**src/rtl/seq_mult.sv**
```systemverilog
// seq_mult: sequential shift-and-add multiplier with valid/ready handshakes.
// Retires one multiplier bit per cycle; latency is fixed at WB cycles.
// Optional feature: define SEQ_MULT_SIGNED_EN for two's-complement operands
// (sign-magnitude conversion around the unsigned datapath).
module seq_mult #(
    parameter int unsigned WA = 4,
    parameter int unsigned WB = 4
) (
    input  logic             clk,
    input  logic             rst_n,
    input  logic             in_valid,
    output logic             in_ready,
    input  logic [WA-1:0]    multiplicand,
    input  logic [WB-1:0]    multiplier,
    output logic             out_valid,
    input  logic             out_ready,
    output logic [WA+WB-1:0] product,
    output logic             busy
);

    localparam int unsigned WP   = WA + WB;
    localparam int unsigned CntW = (WB > 1) ? $clog2(WB) : 1;
    localparam logic [CntW-1:0] CntLast = CntW'(WB - 1);

    typedef enum logic [1:0] {
        StIdle,
        StBusy,
        StDone
    } state_e;

    state_e          state_q, state_d;
    logic [WP-1:0]   mcand_q, mcand_d;
    logic [WB-1:0]   mplier_q, mplier_d;
    logic [WP-1:0]   acc_q, acc_d;
    logic [CntW-1:0] cnt_q, cnt_d;
    logic [WP-1:0]   product_q, product_d;

    // Accumulator value after this cycle's conditional add.
    logic [WP-1:0]   acc_step;
    // Operand magnitudes captured at accept.
    logic [WA-1:0]   a_mag;
    logic [WB-1:0]   b_mag;

`ifdef SEQ_MULT_SIGNED_EN
    logic sign_q, sign_d;
`endif

    // Operand conditioning: magnitudes for signed mode, pass-through otherwise.
    always_comb begin
`ifdef SEQ_MULT_SIGNED_EN
        // Most-negative value negates to itself, which read unsigned is 2^(W-1).
        a_mag = multiplicand[WA-1] ? (~multiplicand + WA'(1)) : multiplicand;
        b_mag = multiplier[WB-1]   ? (~multiplier + WB'(1))   : multiplier;
`else
        a_mag = multiplicand;
        b_mag = multiplier;
`endif
    end

    // Next-state and datapath updates.
    always_comb begin
        state_d   = state_q;
        mcand_d   = mcand_q;
        mplier_d  = mplier_q;
        acc_d     = acc_q;
        cnt_d     = cnt_q;
        product_d = product_q;
`ifdef SEQ_MULT_SIGNED_EN
        sign_d    = sign_q;
`endif
        acc_step  = mplier_q[0] ? (acc_q + mcand_q) : acc_q;

        unique case (state_q)
            StIdle: begin
                if (in_valid) begin
                    mcand_d  = WP'(a_mag);
                    mplier_d = b_mag;
                    acc_d    = '0;
                    cnt_d    = '0;
`ifdef SEQ_MULT_SIGNED_EN
                    sign_d   = multiplicand[WA-1] ^ multiplier[WB-1];
`endif
                    state_d  = StBusy;
                end
            end
            StBusy: begin
                acc_d    = acc_step;
                mcand_d  = mcand_q << 1;
                mplier_d = mplier_q >> 1;
                cnt_d    = cnt_q + CntW'(1);
                if (cnt_q == CntLast) begin
`ifdef SEQ_MULT_SIGNED_EN
                    product_d = sign_q ? (-acc_step) : acc_step;
`else
                    product_d = acc_step;
`endif
                    state_d   = StDone;
                end
            end
            StDone: begin
                if (out_ready) begin
                    state_d = StIdle;
                end
            end
            default: begin
                state_d = StIdle;
            end
        endcase
    end

    // State and datapath registers.
    always_ff @(posedge clk or negedge rst_n) begin
        if (!rst_n) begin
            state_q   <= StIdle;
            mcand_q   <= '0;
            mplier_q  <= '0;
            acc_q     <= '0;
            cnt_q     <= '0;
            product_q <= '0;
`ifdef SEQ_MULT_SIGNED_EN
            sign_q    <= 1'b0;
`endif
        end else begin
            state_q   <= state_d;
            mcand_q   <= mcand_d;
            mplier_q  <= mplier_d;
            acc_q     <= acc_d;
            cnt_q     <= cnt_d;
            product_q <= product_d;
`ifdef SEQ_MULT_SIGNED_EN
            sign_q    <= sign_d;
`endif
        end
    end

    assign in_ready  = (state_q == StIdle);
    assign busy      = (state_q == StBusy);
    assign out_valid = (state_q == StDone);
    assign product   = product_q;

endmodule

```
**config.mk**
```make
export PLATFORM = sky130hd
export DESIGN_NAME = seq_mult
export DESIGN_NICKNAME = d
export VERILOG_FILES = /design/src/rtl/seq_mult.sv
export SDC_FILE = /design/constraint.sdc
export NUM_CORES = 1
export LEC_CHECK = 0
export CAP_MARGIN = 10
export CORE_MARGIN = 4
export CORE_UTILIZATION = 45
export DETAILED_ROUTE_END_ITERATION = 6
export PLACE_DENSITY = 0.67
export SYNTH_ARGS = -nofsm -noshare
export SYNTH_HDL_FRONTEND = slang
export SYNTH_SLANG_ARGS = --single-unit
```
**constraint.sdc**
```tcl
create_clock -name clk -period 2.8 [get_ports clk]
set_input_delay 0.56 -clock clk [delete_from_list [all_inputs] [get_ports clk]]
set_output_delay 0.56 -clock clk [all_outputs]
set_load 0.05 [all_outputs]
```
Yosys cells after proc, flatten, opt, wreduce, memory -nomap -nowiden. Cells that the tools add are included.

Mux-type cells: 13. Add/subtract/negate cells: 2. Eq/ne operators: 6. Reductions and logical operators: 5.

Operator list (number): $pmux 8 s2 (2); $mux 8 (3); $add 8x8->8 (1); $mux 2 (4); $pmux 4 s2 (1); $pmux 2 s3 (1); $eq 2x2->1 const B (2); $mux 4 (1); $ne 2x1->1 const B (2); $pmux 2 s2 (1); $reduce_and 2->1 (2); $reduce_and 3->1 (1); $add 2x1->2 const B (1); $eq 2x1->1 const B (1); $logic_not 2->1 (1); $ne 2x2->1 const B (1); $reduce_bool 2->1 (1).

Register bits after elaboration: 32. Input bits: 12. Logic and storage cells: 32.

Logic depth before layout (Yosys ltp).
Depth in word-level cells: 3. Mapped depth: 7. Gate-level depth less buffers: 7.

Worst setup path before layout. No wires, ideal clock.

Path kind: reg-to-reg. Start: register mcand_q[1]. End: register product_q[7], in the netlist product[7]. Data required time: 2718 ps. Stages on the path, launching flop included: 7. Library setup time: 82 ps. Slack: 866 ps. Arrival time: 1852 ps. Cells stage by stage: dfrtp_1 > ha_1 > a211oi_2 > nor3_1 > o31a_1 > or4_1 > a31oi_1.

Word-level cells in the longest chain between the ends: 2.

Ends and longest elaborated chain: start: declaration (RTL line 32) `logic [WP-1:0] mcand_q, mcand_d;`; start signal: assignment (RTL line 125) `mcand_q <= mcand_d;`; $add 8x8->8 (RTL line 71) `acc_step = mplier_q[0] ? (acc_q + mcand_q) : acc_q;`; $mux 8 (RTL line 71); end signal: assignment (RTL line 129) `product_q <= product_d;`; end: declaration (RTL line 36) `logic [WP-1:0] product_q, product_d;`.

Every way passes these cells. A chain may end at the register's enable or synchronous reset.

Final worst setup path.
Start: register state_q[0]. End: output port out_valid.

Word-level cells in the longest chain between the ends: 1.

Ends and longest elaborated chain: start: declaration (RTL line 31) `state_e state_q, state_d;`; start signal: assignment (RTL line 114) `state_q <= StIdle;`; start signal: assignment (RTL line 124) `state_q <= state_d;`; $eq 2x2->1 (RTL line 138) `assign out_valid = (state_q == StDone);`; end: declaration (RTL line 15) `output logic out_valid,`.

Every way passes these cells.

==> reports/metrics.csv <==
metric,value,unit
Max Clk Rate,409,MHz
PostCTS Resize Cnt,0,
CTS clock-pin slew for the worst setup and hold paths,0.06,ns
placed wire-length estimate,2.58,mm
Required @ worst endpoint,2.24,ns
first-pass GRT wire length,6.60,mm
reg2reg setup slack,0.64,ns
initial core utilization,0.483,
reg2reg end,acc_q[6],
Die Area,0.00473,mm2
clock sink total,32,
fin worst setup slack,0.357,ns
Clock Latency Late Sink,0.28,ns
final hold violation count,0,
total power draw,2.33,mW
ANT cells,0,
total number of vias,1346,
post-synth net total,187,
actual slew at the worst max-slew pin,0.697,ns
setup bufs post-CTS,0,
worst hold stages,2,
clk buf depth,2,
post-route cell area,0.00202,mm2
initial antenna violation count,0,
largest fanout on the critical path,14,
Row Count,21,
CTS HTree Levels,2,
share of layout cells above drive strength 1,0.0576,
Synth area leaders,"dfrtp_1, ha_1, a22o_1, a21oi_1, o21ai_0",
Post-Syn Area per Cell,10.0,um2
pre-CTS setup slack,0.500,ns
final core occ,0.586,
fillers,318,
worst setup path class,flip-flop to output pin,
"EDFF count, synth",0,
post-route insts no fill,237,
Leakage Power,0.931,nW
max_slew headroom,0.534,
Reg2Reg Depth,7,
Core ar.,0.00344,mm2
Die Y,68.8,um
register area share after synthesis,0.482,
vias in the first global route,1396,
status,"finished, final reports clean",
FF-to-FF Start,mcand_q[0],
fraction of registers with async set/reset,1.00,
synth warn,0,
routed len/inst,15.2,um
cell area after synthesis,0.00166,mm2
setup TNS,0,ns
Crit. End Element,output pin,
Pins Over Slew Limit,0,
TritonCTS clock tree,done,
Synth cell types,31,
Worst Hold Launch,mplier_q[1],
RSZ-0062 raised after global routing,no,
IO Count,23,
port bufs,22,
CTS Buf Count,5,
fin nets,211,
GPL Wtd Cong,0.840,
cell taking the most area after synthesis,dfrtp_1,
total length of routed wires,3.61,mm
Main synth FF type,dfrtp_1,
Root Buffer,clkbuf_8,
"Endpoint, Worst Hold",mplier_q[1],
final critical-path required period,2.44,ns
Die Width,68.8,um
Initial DRT Pass Iterations,4,
largest net degree at the start of global routing,33,
DRT iter0 DRCs,105,
Clock Skews,0.00541,ns
"Setup violations, final",0,
total track usage,0.190,
Pwr Density,1150,mW/mm2
area grow syn2layout,21.2,%
Inst Count DP,229,
Max-Cap Viols,0,
drt via density,5.68,
grt total ovfl,0,
worst vdd ir,490,uV
hold_ws,0.487,ns
Hold Crit Class,flip-flop to flip-flop,
Final period util,0.872,
Yosys reg bits,32,
share of the synthesized area in the top cell type,0.482,
Syn Inst Count,166,
Area after DPL,0.00192,mm2
Critical Path AT,1.88,ns
Post-CTS Hold Buffers,0,
Residual DRC,0,
CP startpoint kind,flip-flop,
Final ANT Viol Nets,0,
cell usage after synthesis (5+ instances only):
cell type / number
nor2_1: 8
nand2_1: 17
nor2b_1: 8
o21ai_0: 15
dfrtp_1: 32
inv_1: 5
a22oi_1: 6
a22o_1: 11
clkbuf_1: 6
ha_1: 8
a21oi_1: 16
placed cells by master (no fill, tap or decap), types with 2 or more instances in the layout:
| cell | count |
|---|---|
| xnor2_1 | 3 |
| a2bb2oi_1 | 3 |
| a21o_1 | 3 |
| clkdlybuf4s50_1 | 21 |
| xor2_1 | 2 |
| a22o_1 | 11 |
| a21oi_1 | 16 |
| and3_1 | 2 |
| nor2_1 | 8 |
| buf_4 | 2 |
| nor2b_1 | 8 |
| nand2_1 | 17 |
| o21ai_0 | 15 |
| clkbuf_8 | 6 |
| o21bai_1 | 2 |
| ha_1 | 8 |
| inv_1 | 5 |
| nor3_1 | 2 |
| dfrtp_1 | 32 |
| o31ai_1 | 2 |
| mux2i_1 | 3 |
| a22oi_1 | 6 |
| clkinv_2 | 2 |
| nand2b_1 | 2 |
report_power, final:
group	switching (mW)	total (mW)	internal, mW
clock	0.164	0.360	0.196
sequential	0.188	0.832	0.644
combinational	0.697	1.13	0.437
total	1.05	2.33	1.28
logic make-up (layout without fill, tap and decap cells):
kind of cell,count (synthesis),after routing,synth area share
buffers and inverters,11,36,0.0248
AND/OR/NAND/NOR,43,43,0.125
multiplexers,3,3,0.0181
AO/OA/AOI/OAI,63,63,0.252
flip-flops,32,32,0.482
XOR/XNOR,5,5,0.0263
adder cells (fa/ha/maj),9,9,0.0722
area by class of cell:
class	count	area (um2)	area share
Sequential cell	32	801	0.397
Multi-Input combinational cell	123	821	0.407
Inverter	5	18.8	0.00931
Timing Repair Buffer	23	225	0.112
Clock inverter	2	10.0	0.00497
Tap cell	46	57.6	0.0286
Clock buffer	6	82.6	0.0410
worst max-delay path: stages (launching register included):
cell	delay [ns]
dfrtp_1	0.52
nand2b_1	0.22
inv_1	0.07
clkdlybuf4s50_1	0.79
registers in the layout, indices dropped and copies added, names as in the netlist:
| name | count |
|---|---|
| acc_q | 8 |
| cnt_q | 2 |
| mcand_q | 8 |
| mplier_q | 4 |
| product | 8 |
| state_q | 2 |
layer usage:
metal,routed length (um),global-route usage,vias up
met5,0,0,-
met4,48,0.0803,0
met3,176,0.0421,4
met2,1690,0.287,37
met1,1700,0.262,653
li1,-,-,652
how the worst max path moves through the flow:
stage / from / to / slack [ns] / cells after the start
6_report: state_q[0] / out_valid / 0.36 / 3
5_1_grt: state_q[0] / out_valid / 0.27 / 3
4_1_cts: state_q[0] / out_valid / 0.34 / 3
3_5_place_dp: in_valid / acc_q[2] / 0.50 / 5
3_3_place_gp: in_valid / acc_q[2] / 0.58 / 5
2_1_floorplan: mcand_q[1] / product[7] / 0.87 / 6
(Power assumes the default switching activity.)
